File: src/rtl/mux_tree_pipe_pkg.sv
// Shared helpers for the pipelined mux tree: select width, latency and
// the mask of which tree levels carry a pipeline register.
package mux_tree_pipe_pkg;

  // Widest tree the registered-level mask can describe (levels 1..MASK_W).
  localparam int MASK_W = 32;

  // Ceiling log2, never below 1 so a 2:1 tree still has one select bit.
  function automatic int clog2(input int n);
    int r;
    r = 1;
    for (int i = 1; i < 31; i++) begin
      if ((1 << i) < n) r = i + 1;
    end
    return r;
  endfunction

  // Number of register stages a sample crosses from input to output.
  function automatic int calc_lat(input int levels, input int reg_every);
    return ((levels - 1) / reg_every) + 1;
  endfunction

  // Bit k-1 set when level k ends in a register; the last level always does.
  function automatic logic [MASK_W-1:0] reg_level_mask(input int levels,
                                                       input int reg_every);
    logic [MASK_W-1:0] m;
    m = '0;
    for (int k = 1; k <= MASK_W; k++) begin
      if ((k <= levels) && (((k % reg_every) == 0) || (k == levels))) begin
        m[k-1] = 1'b1;
      end
    end
    return m;
  endfunction

endpackage

File: src/rtl/mux_tree_pipe_if.sv
// Bus bundle for the pipelined mux tree.
//
// Handshake: a sample (din, sel, in_valid) is accepted on every rising edge
// where en=1; with en=0 the whole pipe freezes and the presented sample is
// dropped. There is no ready: the consumer takes dout/sel_err on every edge
// where en=1 and out_valid=1. in_valid=0 still moves data, only unqualified.
interface mux_tree_pipe_if
  import mux_tree_pipe_pkg::*;
#(
  parameter int WIDTH = 8,
  parameter int N_IN  = 8
);
  localparam int SEL_W = clog2(N_IN);

  logic                  en;
  logic                  in_valid;
  logic [SEL_W-1:0]      sel;
  logic [N_IN*WIDTH-1:0] din;
  logic                  out_valid;
  logic [WIDTH-1:0]      dout;
  logic                  sel_err;

  modport master (
    output en, in_valid, sel, din,
    input  out_valid, dout, sel_err
  );

  modport slave (
    input  en, in_valid, sel, din,
    output out_valid, dout, sel_err
  );

endinterface

File: src/rtl/mux_tree_pipe_level.sv
// One level of the mux tree: N_NODES 2:1 muxes steered by bit 0 of the
// residual select, optionally followed by a register that also carries
// the remaining select bits, the valid flag and the error flag.
module mux_level_pipe
  import mux_tree_pipe_pkg::*;
#(
  parameter int N_NODES    = 1,
  parameter int WIDTH      = 8,
  parameter int SEL_W      = 1,
  parameter int REGISTERED = 1
) (
  input  logic                         clk,
  input  logic                         rst,
  input  logic                         en,
  input  logic [2*N_NODES*WIDTH-1:0]   data_i,
  input  logic [SEL_W-1:0]             sel_i,
  input  logic                         valid_i,
  input  logic                         err_i,
  output logic [N_NODES*WIDTH-1:0]     data_o,
  output logic [SEL_W-1:0]             sel_o,
  output logic                         valid_o,
  output logic                         err_o
);

  logic [N_NODES*WIDTH-1:0] data_c;
  logic [SEL_W-1:0]         sel_c;

  // Pick the odd child of each pair when this level's select bit is set,
  // then drop that bit so the next level sees its own bit at position 0.
  always_comb begin
    data_c = '0;
    for (int j = 0; j < N_NODES; j++) begin
      data_c[j*WIDTH +: WIDTH] = sel_i[0] ? data_i[(2*j+1)*WIDTH +: WIDTH]
                                          : data_i[(2*j)*WIDTH +: WIDTH];
    end
    sel_c = sel_i >> 1;
  end

  if (REGISTERED != 0) begin : g_reg
    logic [N_NODES*WIDTH-1:0] data_q;
    logic [SEL_W-1:0]         sel_q;
    logic                     valid_q;
    logic                     err_q;

    // Stage register: reset clears everything, en=0 freezes everything.
    always_ff @(posedge clk) begin
      if (rst) begin
        data_q  <= '0;
        sel_q   <= '0;
        valid_q <= 1'b0;
        err_q   <= 1'b0;
      end else if (en) begin
        data_q  <= data_c;
        sel_q   <= sel_c;
        valid_q <= valid_i;
        err_q   <= err_i;
      end
    end

    assign data_o  = data_q;
    assign sel_o   = sel_q;
    assign valid_o = valid_q;
    assign err_o   = err_q;
  end else begin : g_comb
    // Pass-through level: the next registered level does the holding.
    logic unused_ctrl;
    assign unused_ctrl = clk ^ rst ^ en;

    assign data_o  = data_c;
    assign sel_o   = sel_c;
    assign valid_o = valid_i;
    assign err_o   = err_i;
  end

endmodule

File: src/rtl/mux_tree_pipe.sv
// Parametrised N_IN:1 selector built as a binary tree of 2:1 levels with
// pipeline registers between levels. Each stage carries its own copy of
// the select, so the live sel only steers level 1.
module mux_tree_pipe
  import mux_tree_pipe_pkg::*;
#(
  parameter int WIDTH     = 8,
  parameter int N_IN      = 8,
  parameter int REG_EVERY = 1
) (
  input logic            clk,
  input logic            rst,
  mux_tree_pipe_if.slave bus
);

  localparam int              SEL_W    = clog2(N_IN);
  localparam int              L        = SEL_W;
  localparam int              N_LEAF   = 2 ** L;
  localparam int              N_NODE   = 2 * N_LEAF - 1;
  localparam int              PAD      = N_LEAF - N_IN;
  localparam logic [MASK_W-1:0] REG_MASK = reg_level_mask(L, REG_EVERY);

  // All tree nodes laid out level by level: leaves first (N_LEAF nodes),
  // then level 1 (N_LEAF/2), ... and the root last.
  wire [N_NODE*WIDTH-1:0]  tree_data;
  wire [(L+1)*SEL_W-1:0]   sel_chain;
  wire [L:0]               valid_chain;
  wire [L:0]               err_chain;
  wire [N_LEAF*WIDTH-1:0]  leaves;
  logic                    in_err;
  logic                    unused_sel_tail;

  // Out-of-range select is decided once at the input and travels with data.
  assign in_err = ({1'b0, bus.sel} >= (SEL_W+1)'(N_IN));

  // Missing channels read as zero.
  if (PAD > 0) begin : g_pad
    assign leaves = {{(PAD*WIDTH){1'b0}}, bus.din};
  end else begin : g_nopad
    assign leaves = bus.din;
  end

  // Blanking the leaves of an erroneous sample makes every node of its
  // path zero, so dout is zero without any logic after the last register.
  assign tree_data[N_LEAF*WIDTH-1:0] = in_err ? '0 : leaves;
  assign sel_chain[SEL_W-1:0]        = bus.sel;
  assign valid_chain[0]              = bus.in_valid;
  assign err_chain[0]                = in_err;

  for (genvar k = 1; k <= L; k++) begin : g_lvl
    localparam int NK    = 2 ** (L - k);
    localparam int OFF_I = 2 * N_LEAF - 2 ** (L - k + 2);
    localparam int OFF_O = 2 * N_LEAF - 2 ** (L - k + 1);

    mux_level_pipe #(
      .N_NODES    (NK),
      .WIDTH      (WIDTH),
      .SEL_W      (SEL_W),
      .REGISTERED (int'(REG_MASK[k-1]))
    ) u_level (
      .clk     (clk),
      .rst     (rst),
      .en      (bus.en),
      .data_i  (tree_data[OFF_I*WIDTH +: 2*NK*WIDTH]),
      .sel_i   (sel_chain[(k-1)*SEL_W +: SEL_W]),
      .valid_i (valid_chain[k-1]),
      .err_i   (err_chain[k-1]),
      .data_o  (tree_data[OFF_O*WIDTH +: NK*WIDTH]),
      .sel_o   (sel_chain[k*SEL_W +: SEL_W]),
      .valid_o (valid_chain[k]),
      .err_o   (err_chain[k])
    );
  end

  // Every select bit is consumed by the root, so the tail is always zero.
  assign unused_sel_tail = ^sel_chain[L*SEL_W +: SEL_W];

  // The last level is always registered: outputs come straight from flops.
  assign bus.dout      = tree_data[(N_NODE-1)*WIDTH +: WIDTH];
  assign bus.out_valid = valid_chain[L];
  assign bus.sel_err   = err_chain[L];

endmodule

File: src/flat_wrapper.sv
// flat-port wrapper written by rule: the top's interface ports become plain ports
module mux_tree_pipe_flat import mux_tree_pipe_pkg::*;
#(
  parameter int WIDTH     = 8,
  parameter int N_IN      = 8,
  parameter int REG_EVERY = 1
)
  (clk, rst, bus_en, bus_in_valid, bus_sel, bus_din, bus_out_valid, bus_dout, bus_sel_err);
  mux_tree_pipe_if #(.WIDTH(WIDTH), .N_IN(N_IN)) bus_i ();
  input logic clk;
  input logic rst;
  input wire logic [$bits(bus_i.en)-1:0] bus_en;
  input wire logic [$bits(bus_i.in_valid)-1:0] bus_in_valid;
  input wire logic [$bits(bus_i.sel)-1:0] bus_sel;
  input wire logic [$bits(bus_i.din)-1:0] bus_din;
  output wire logic [$bits(bus_i.out_valid)-1:0] bus_out_valid;
  output wire logic [$bits(bus_i.dout)-1:0] bus_dout;
  output wire logic [$bits(bus_i.sel_err)-1:0] bus_sel_err;
  assign bus_i.en = bus_en;
  assign bus_i.in_valid = bus_in_valid;
  assign bus_i.sel = bus_sel;
  assign bus_i.din = bus_din;
  assign bus_out_valid = bus_i.out_valid;
  assign bus_dout = bus_i.dout;
  assign bus_sel_err = bus_i.sel_err;
  mux_tree_pipe #(.WIDTH(WIDTH), .N_IN(N_IN), .REG_EVERY(REG_EVERY)) u_core (.clk(clk), .rst(rst), .bus(bus_i));
endmodule
File: config.mk
export PLATFORM = sky130hd
export DESIGN_NAME = mux_tree_pipe_flat
export DESIGN_NICKNAME = d
export VERILOG_FILES = /design/src/rtl/mux_tree_pipe_pkg.sv /design/src/rtl/mux_tree_pipe_if.sv /design/src/rtl/mux_tree_pipe_level.sv /design/src/rtl/mux_tree_pipe.sv /design/src/flat_wrapper.sv
export SDC_FILE = /design/constraint.sdc
export NUM_CORES = 1
export LEC_CHECK = 0
export CAP_MARGIN = 10
export CORE_ASPECT_RATIO = 0.75
export CORE_MARGIN = 5
export CORE_UTILIZATION = 25
export DETAILED_ROUTE_END_ITERATION = 8
export SYNTH_ARGS = -nofsm -noshare
export SYNTH_HDL_FRONTEND = slang
export SYNTH_SLANG_ARGS = --single-unit
File: constraint.sdc
create_clock -name clk -period 2.05 [get_ports clk]
set_input_delay 0.615 -clock clk [delete_from_list [all_inputs] [get_ports clk]]
set_output_delay 0.615 -clock clk [all_outputs]
set_load 0.05 [all_outputs]
==> impl_metrics.tcl <==
set metrics [dict create \
    status "completed" \
    chipWidth_microns 133 \
    startpoint "u_core.g_lvl[3].u_level.data_o[7]$_SDFFE_PP0P_" \
    coreArea_sq_mm 0.0110 \
    skew_ns 0.00792 \
    post_drt_via_cell_ratio 4.39 \
    grt_max_degree 63 \
    cpMaxStageDelayCell "dfxtp_1" \
    drt_iter0_drc 129 \
    drv_cap 0 \
    gp_congestion 0.697 \
    clock-root-buffer "clkbuf_16" \
    first_pass_iters 4 \
    start_kind "flop" \
    grt_pass1_vias 2171 \
    placed_cell_area_sq_mm 0.00366 \
    clock_path_buffers 2 \
    cp_cell_sequence "buf_4" \
    dieArea_sq_mm 0.0136 \
    grt_pass1_wl_mm 10.6 \
    synth_cells 271 \
    area_growth_pct 38.4 \
    dp.final_hpwl_mm 4.73 \
    ir_worst_vdd_uv 487 \
    power.density_mw_per_mm2 810 \
    cts_tree "done" \
    crit_arrival_ns 0.87 \
    cts.sinks 62 \
    grtUsageTotal 0.0991 \
    worstSetupEndpointType "output pin" \
    crit_path_max_fanout 2 \
    syn_area_per_cell_sq_um 10.5 \
    drcViolationCount 0 \
    max_freq_mhz 675 \
    ys.flop_type "dfxtp_1" \
    synth_edf_count 0 \
    critPathMaxStageDelay_ns 0.34 \
    finalHoldViolCount 0 \
    multi_input_area_sq_mm 0.00139 \
    hp-class "reg -> reg" \
    post_cts_resized 0 \
    async_flop_share 0 \
    tns_ns 0 \
    overflow 0 \
    rrSetupSlack_ns 0.86 \
    postCtsHoldBufs 0 \
    setup_viol 0 \
    nets 411 \
    required_ns 1.43 \
    fp.dieH_microns 102 \
    register_area_sq_mm 0.00124 \
    min_period_ns 1.48 \
    synth_area_sq_mm 0.00285 \
    wl_per_cell_microns 13.5 \
    final_util 0.357 \
    num_vias 2130 \
    ys_seq_area_frac 0.436 \
    crit_type "reg -> out" \
    synth_nets 342 \
    ys_ff_latch 62 \
    port_buffers 79 \
    drive_gt1_frac 0.165 \
    tightestPinTransition_ns 0.514 \
    synth_area_leader_cell "dfxtp_1" \
    rsz0062_at_grt "no" \
    yosysWarnings 0 \
    fillers 1092 \
    initial_utilization 0.258 \
    ys_types 13 \
    finalMaxSlewViolations 0 \
    postCtsSetupRepairBufs 0 \
    ios 81 \
    ctsHtreeMaxLevel 3 \
    synth_common_cells "62 x dfxtp_1, 62 x mux2i_1, 62 x nor2_1" \
    instances_no_fill 485 \
    final_area_sq_mm 0.00394 \
    netlist_top_cells_area "dfxtp_1 44%, mux2i_1 22%, a211oi_2 9.7%" \
    slew_headroom 0.657 \
    cts_inserted_buffers 9 \
    clk_latency_ns 0.32 \
    antenna_found_initial 0 \
    insertedDiodeCount 0 \
    critPathTopFamily "flip-flops" \
    ant_nets 0 \
    crit_buf_inv 1 \
    rows 33 \
    period_share 0.723 \
    leakagePower_nw 1.49 \
    min_from "u_core.g_lvl[1].u_level.data_o[18]$_SDFFE_PP0P_" \
    cts.reportedPaths.clkPinSlew_ns 0.05 \
    r2r_start "u_core.g_lvl[1].u_level.sel_o[0]$_SDFFE_PP0P_" \
    dp_cells 469 \
    yosysTopAreaCellShare 0.436 \
    routed_wl_mm 6.55 \
]
[per-layer routing]
metal	up-vias	part of all wire	global-route usage	wire [microns]
li1	1112	-	-	-
met1	947	0.51	0.136	3320
met2	61	0.42	0.141	2770
met3	10	0.058	0.0413	382
met4	0	0.012	0.0308	76
met5	-	0	0	0
[registers in the layout, summed over array words and instances (netlist names)]
name / flops
u_core.g_lvl.u_level.data_o: 56
u_core.g_lvl.u_level.sel_o: 3
u_core.g_lvl.u_level.valid_o: 3
[logic make-up after synthesis]
kind of cell	share of synthesized area
DFF	0.436
AOI/OAI and AO/OA	0.186
buffers and inverters	0.0761
and+or+nand+nor	0.0818
muxes	0.218
other	0.00132
[worst paths after layout]
kind / end / depth (start not counted)
worst max-delay path: bus_dout[7] / 1
worst min register to register: u_core.g_lvl[1].u_level.data_o[18]$_SDFFE_PP0P_ / 2
worst max register to register: u_core.g_lvl[2].u_level.data_o[6]$_SDFFE_PP0P_ / 3
worst min-delay path: u_core.g_lvl[1].u_level.data_o[18]$_SDFFE_PP0P_ / 2
[placed cells by master (no fill, tap or decap), drive strengths merged]
cell | netlist | routed
clkbuf | 5 | 9
conb | 1 | 1
mux2i | 62 | 62
buf | 23 | 19
clkdlybuf4s50 | 0 | 67
clkinv | 0 | 5
dfxtp | 62 | 62
clkinvlp | 0 | 2
a211oi | 56 | 56
nor2 | 62 | 62
[power breakdown]
part           switching (mW)  leakage [nW]  internal [mW]
Sequential             0.0468         0.514           1.29
Clock                   0.538         0.131          0.817
Combinational           0.235         0.845          0.262
[cell type report]
type / count / area share
well taps: 140 / 0.0445
flip-flops and latches: 62 / 0.315
multi-input cells: 181 / 0.352
clock inverters: 7 / 0.0130
repair buffers: 86 / 0.218
clock buffers: 9 / 0.0572
[stage by stage]
step | hold WS (ns) | total power [mW] | setup slack, ns
after floorplan | 0.460 | 1.67 | 0.711
after global placement | 0.471 | 1.86 | 0.498
after detailed placement | 0.477 | 1.87 | 0.419
after CTS | 0.484 | 3.24 | 0.545
after global routing | 0.497 | 3.36 | 0.525
final | 0.483 | 3.19 | 0.568
Power figures use the tool's default switching activity.
==> patch 1: new RTL, same flow settings <==
Make the reset (`rst`) asynchronous in one clocked block.
--- a/src/rtl/mux_tree_pipe_level.sv
+++ b/src/rtl/mux_tree_pipe_level.sv
@@ -44,5 +44,5 @@
 
     // Stage register: reset clears everything, en=0 freezes everything.
-    always_ff @(posedge clk) begin
+    always_ff @(posedge clk or posedge rst) begin
       if (rst) begin
         data_q  <= '0;
Function: differs if rst is asserted again (counterexample within 4 cycles, from zero or initial values and one cycle with rst high); with rst held inactive, the same outputs for 10 cycles.
==> patch 1 against the unedited design <==
Utilization is 0.63 points lower. Clock power up 5%. Sequential share of layout area grew 7.1 points. Global-route usage about the same. Combinational power is 42% higher. First-iteration DRC count is 25% lower. Sequential cell count unchanged. Final area up 2.0%. Power up 14%. Area after synthesis increased by 1.7%. Critical path depth stayed put. Wire length rose by 0.96%. Fmax is 2.8% lower. Setup slack worse by 0.043 ns.
==> patch 1: results (changes against the unedited design) <==
[layout]
n_antenna_cell = 0  ; unchanged
drive_above_1_share = 0.1095  ; -0.05575
nNetsFinal = 405  ; -1.5%
largest_reg_flops = 56  ; unchanged

[synthesis]
seq_area_frac_synth = 0.5361  ; +0.09986
synthTopCellsByArea = dfrtp_1 (54%), mux2i_1 (19%), a21oi_1 (9.7%), nor2_1 (7.3%), buf_12 (2.8%)
synth_top_cells_by_count = dfrtp_1 (62), a21oi_1 (56), mux2i_1 (56), nor2_1 (56), buf_2 (10)
yosysUniqueCellTypes = 12  ; -1
synthesis.nets = 330  ; -3.5%
async_flop_share = 1.000  ; +1.000
yosys_warnings = 0  ; unchanged

[routing]
dr.pass1.iters = 4  ; unchanged
drt_iter0_markers = 97  ; -25%
viasPerCell = 4.297  ; -2.2%
post_drt_wl_per_cell_um = 13.73  ; +1.6%

[power_and_ir_drop]
swShare = 0.2648  ; +0.007740
ir_worst_vdd_uv = 404.1  ; -17%
p_leak_nw = 1.744  ; +17%

[grt]
antenna_found_initial = 0  ; unchanged
grt_pass1_vias = 2203  ; +1.5%
grt_usage = 0.09950  ; +0.0004123
grt_start_max_net_pins = 63  ; unchanged
grt_pass1_wl_um = 10690  ; +0.78%

[cts]
cts_resized = 0  ; unchanged
cts-htree-levels = 3  ; unchanged
cts_root_buf = clkbuf_16
cts_buffer_depth = 2  ; unchanged
clk_latency_ns = 0.32  ; about the same
clk_pin_slew_worst_paths_ns = 0.05  ; about the same
cts_setup_buffers = 0  ; unchanged
numCtsBuffers = 9  ; unchanged

[worst_hold_path]
hold_path_startpoint = u_core.g_lvl[1].u_level.valid_o
hold_path_class = reg -> reg
min_to = u_core.g_lvl[1].u_level.valid_o
hold_path_depth = 1  ; -1

[worst_setup_path]
max_stage_delay_ns = 0.39  ; +0.05 ns
crit_end = bus_dout[2]
cp.arrival_ns = 0.91  ; +0.04 ns
timing.rr.start = u_core.g_lvl[1].u_level.sel_o[0]
r2r_setup_slack_ns = 0.81  ; -0.05 ns
path_delay_family = flip-flops
worstPathMaxFanout = 2  ; unchanged
cp-startpoint = u_core.g_lvl[3].u_level.data_o[2]
cp_slowest_cell = dfrtp_1
crit-reg2reg-capture = u_core.g_lvl[2].u_level.data_o[2]

[placed_design]
place.gp.congestion = 0.7107  ; +1.9%
dp_hpwl_um = 4859  ; +2.7%
port_buffers = 79  ; unchanged

[outcome]
outcome = finished, final reports clean

[sta]
fin_skew_ns = 0.002598  ; -0.005324 ns
max_freq_mhz = 656.0  ; -2.8%

patch 1: changes by cell type after synthesis, sizes merged:
cell and change:
dfrtp +62, dfxtp -62, a211oi -56, a21oi +56, mux2 +6, mux2i -6, nor2 -6, clkbuf -5
buf -2, inv +1
patch 1: area by class of cell:
type	count	area, um2
Fill cell	1186	7427
Sequential cell	62	1551
Clock buffer	15	287.8
Multi-Input combinational cell	175	1134
Inverter	1	7.507
Tap cell	144	180.2
Timing Repair Buffer	85	855.8
patch 1: per-layer routing:
metal  vias up  share of wire  global-route usage
met4         0         0.0063             0.02113
met2        63           0.44              0.1533
met5         -              0                   0
met1       969           0.49              0.1292
li1       1035              -                   -
met3         4          0.066             0.04691
patch 1: power by group through the flow:
stage / combinational, W / sequential [W] / clock (W)
finish: 0.000708 / 0.00151 / 0.00143
detailed placement: 0.000720 / 0.00152 / 0
global route: 0.000773 / 0.00153 / 0.00152
CTS: 0.000723 / 0.00151 / 0.00146
global placement: 0.000708 / 0.00152 / 0
floorplan: 0.000357 / 0.00161 / 0
patch 1: kinds of logic (layout without fill, tap and decap cells):
logic type      Yosys count  after routing  synth area share
other cells               1              1          0.001296
mux                      62             62            0.2209
simple gates             56             56           0.07263
buf+inv                  22            101           0.07220
compound gates           56             56           0.09684
flops                    62             62            0.5361
patch 1: through the flow:
stage / hold WS (ns) / setup slack [ns] / instances / utilization / instance area (um2)
3_5_place_dp: 0.4962 / 0.5138 / 467 / 0.3258 / 3729
3_3_place_gp: 0.4860 / 0.5638 / 467 / 0.3258 / 3729
2_1_floorplan: 0.4749 / 0.7769 / 259 / - / 2898
5_1_grt: 0.5394 / 0.4943 / 482 / 0.3510 / 4016
4_1_cts: 0.5077 / 0.5118 / 482 / 0.3510 / 4016
6_report: 0.5091 / 0.5255 / 482 / 0.3510 / 4016
==> patch 2: new RTL, same flow settings <==
Made on the original files. `WIDTH` is set to 8 in 4 places; all go to 10.
--- a/src/rtl/mux_tree_pipe_if.sv
+++ b/src/rtl/mux_tree_pipe_if.sv
@@ -8,5 +8,5 @@
   import mux_tree_pipe_pkg::*;
 #(
-  parameter int WIDTH = 8,
+  parameter int WIDTH = 10,
   parameter int N_IN  = 8
 );
--- a/src/rtl/mux_tree_pipe_level.sv
+++ b/src/rtl/mux_tree_pipe_level.sv
@@ -6,5 +6,5 @@
 #(
   parameter int N_NODES    = 1,
-  parameter int WIDTH      = 8,
+  parameter int WIDTH      = 10,
   parameter int SEL_W      = 1,
   parameter int REGISTERED = 1
--- a/src/rtl/mux_tree_pipe.sv
+++ b/src/rtl/mux_tree_pipe.sv
@@ -5,5 +5,5 @@
   import mux_tree_pipe_pkg::*;
 #(
-  parameter int WIDTH     = 8,
+  parameter int WIDTH     = 10,
   parameter int N_IN      = 8,
   parameter int REG_EVERY = 1
--- a/src/flat_wrapper.sv
+++ b/src/flat_wrapper.sv
@@ -2,5 +2,5 @@
 module mux_tree_pipe_flat import mux_tree_pipe_pkg::*;
 #(
-  parameter int WIDTH     = 8,
+  parameter int WIDTH     = 10,
   parameter int N_IN      = 8,
   parameter int REG_EVERY = 1
Ports: changed (resized bus_din and bus_dout); port bits go from 81 to 99. No check against the original RTL was run, so the function may have changed too.
==> patch 2 against the unedited design <==
Sequential power rose by 23%. Final area rose by 17%. Setup slack got worse by 0.025 ns. Wire length rose by 27%. Power rose by 14%. Sequential share of layout area rose by 1.5 points. Area after synthesis rose by 18%. Sequential cell count rose by 14. Register-to-register slack got worse by 0.20 ns. Largest power group is now sequential cells. Highest routed layer unchanged.
==> patch 2: results (changes against the unedited design) <==
[outcome]
outcome = finished, final reports clean

[worst_setup_path]
cp-startpoint = u_core.g_lvl[3].u_level.data_o[8]
cp_slowest_cell = dfxtp_1
crit-reg2reg-capture = u_core.g_lvl[3].u_level.data_o[4]
cp.arrival_ns = 0.89  ; +0.02 ns
path_delay_family = flip-flops
rr_worst_depth = 2  ; -1
r2r_setup_slack_ns = 0.66  ; -0.20 ns
crit_end = bus_dout[8]
max_stage_delay_ns = 0.34  ; about the same
timing.rr.start = u_core.g_lvl[2].u_level.sel_o[0]
worstPathMaxFanout = 2  ; unchanged

[cts]
numCtsBuffers = 9  ; unchanged
clk_pin_slew_worst_paths_ns = 0.06
cts_root_buf = clkbuf_16
cts_setup_buffers = 0  ; unchanged
cts_buffer_depth = 2  ; unchanged
hold_buffers = 0  ; unchanged
cts_resized = 0  ; unchanged
clk_latency_ns = 0.32  ; about the same
cts-htree-levels = 3  ; unchanged

[sta]
fin_skew_ns = 0.007156  ; -0.0007657 ns
hold_ws_ns = 0.4809  ; -0.002471 ns
maxSlewHeadroom = 0.5577  ; -0.09881

[synthesis]
dominantRegCellSynth = dfxtp_1
yosysUniqueCellTypes = 11  ; -2
synthTopCellsByArea = dfxtp_1 (45%), mux2i_1 (23%), a211oi_1 (16%), nor2_1 (8.5%), buf_12 (2.4%)
yosys_warnings = 0  ; unchanged
synth_top_cells_by_count = dfxtp_1 (76), mux2i_1 (76), nor2_1 (76)
seq_area_frac_synth = 0.4531  ; +0.01682
async_flop_share = 0  ; unchanged
synthesis.nets = 420  ; +23%

[routing]
dr.pass1.iters = 4  ; unchanged
drt_iter0_markers = 89  ; -31%
post_drt_wl_per_cell_um = 14.13  ; +4.5%
viasPerCell = 4.387  ; -0.11%

[grt]
grt_pass1_vias = 2491  ; +15%
grt_pass1_wl_um = 12850  ; +21%
grt_start_max_net_pins = 77  ; +22%
grt_usage = 0.1048  ; +0.005707
antenna_found_initial = 0  ; unchanged

[power_and_ir_drop]
p_leak_nw = 1.755  ; +18%
ir_worst_vdd_uv = 404.0  ; -17%
internal_power_w = 0.002731  ; +15%

[placed_design]
port_buffers = 97  ; +23%
place.gp.congestion = 0.7153  ; +2.6%

[worst_hold_path]
hold_path_class = reg -> reg
hold_path_depth = 2  ; unchanged

[layout]
nFillCells = 1295  ; +19%
drive_above_1_share = 0.08153  ; -0.08368
largest_reg_flops = 70  ; +25%
nNetsFinal = 500  ; +22%

## patch 2: per-stage QoR
step                area (um2)  worst slack [ns]    util  std cells
global route              4606            0.5035  0.3526        588
global placement          4337            0.5150  0.3320        573
floorplan                 3358            0.7864       -        333
CTS                       4606            0.5269  0.3526        588
detailed placement        4337            0.4525  0.3320        573
finish                    4608            0.5426  0.3528        589
## patch 2: kinds of logic after synthesis
family / count (synthesis) / synth area share
other cells: 1 / 0.001117
mux: 76 / 0.2265
flops: 76 / 0.4531
simple gates: 76 / 0.08495
compound gates: 70 / 0.1565
buf+inv: 34 / 0.07787
## patch 2: worst min path at each step
stage	from	end
after floorplan	u_core.g_lvl[1].u_level.sel_o[1]	u_core.g_lvl[1].u_level.sel_o[1]
after CTS	u_core.g_lvl[2].u_level.data_o[6]	u_core.g_lvl[2].u_level.data_o[6]
after detailed placement	u_core.g_lvl[2].u_level.data_o[6]	u_core.g_lvl[2].u_level.data_o[6]
final	u_core.g_lvl[2].u_level.data_o[0]	u_core.g_lvl[2].u_level.data_o[0]
after global routing	u_core.g_lvl[2].u_level.data_o[0]	u_core.g_lvl[2].u_level.data_o[0]
after global placement	u_core.g_lvl[1].u_level.data_o[32]	u_core.g_lvl[1].u_level.data_o[32]
## patch 2: worst min-delay path, delay by kind of cell, from the launching register on
kind	cells	cell delay, ns
compound gates	1	0.05
simple gates	1	0.08
flops	1	0.31
## patch 2: power groups by stage
| stage | clock network (W) | logic (W) | registers, W |
|---|---|---|---|
| 6_report | 0.00142 | 0.000571 | 0.00165 |
| 5_1_grt | 0.00153 | 0.000625 | 0.00166 |
| 4_1_cts | 0.00146 | 0.000579 | 0.00165 |
| 3_5_place_dp | 0 | 0.000578 | 0.00168 |
| 3_3_place_gp | 0 | 0.000569 | 0.00167 |
| 2_1_floorplan | 0 | 0.000313 | 0.00170 |
## patch 2: final cells by class
cell class                 instances  share of cell area
clock inverter                     4            0.005702
multi-input combinational        223              0.3418
sequential                        76              0.3302
antenna                            1           0.0005430
tap                              171             0.04643
timing repair buffer             103              0.2226
clock buffer                      11             0.05267
## patch 2: layer usage
metal | GRT usage | routed length (um) | vias up
met2 | 0.1398 | 3262 | 75
met1 | 0.1566 | 4476 | 1136
met5 | 0 | 0 | -
met3 | 0.02846 | 433 | 9
met4 | 0.04234 | 148 | 0
li1 | - | - | 1364
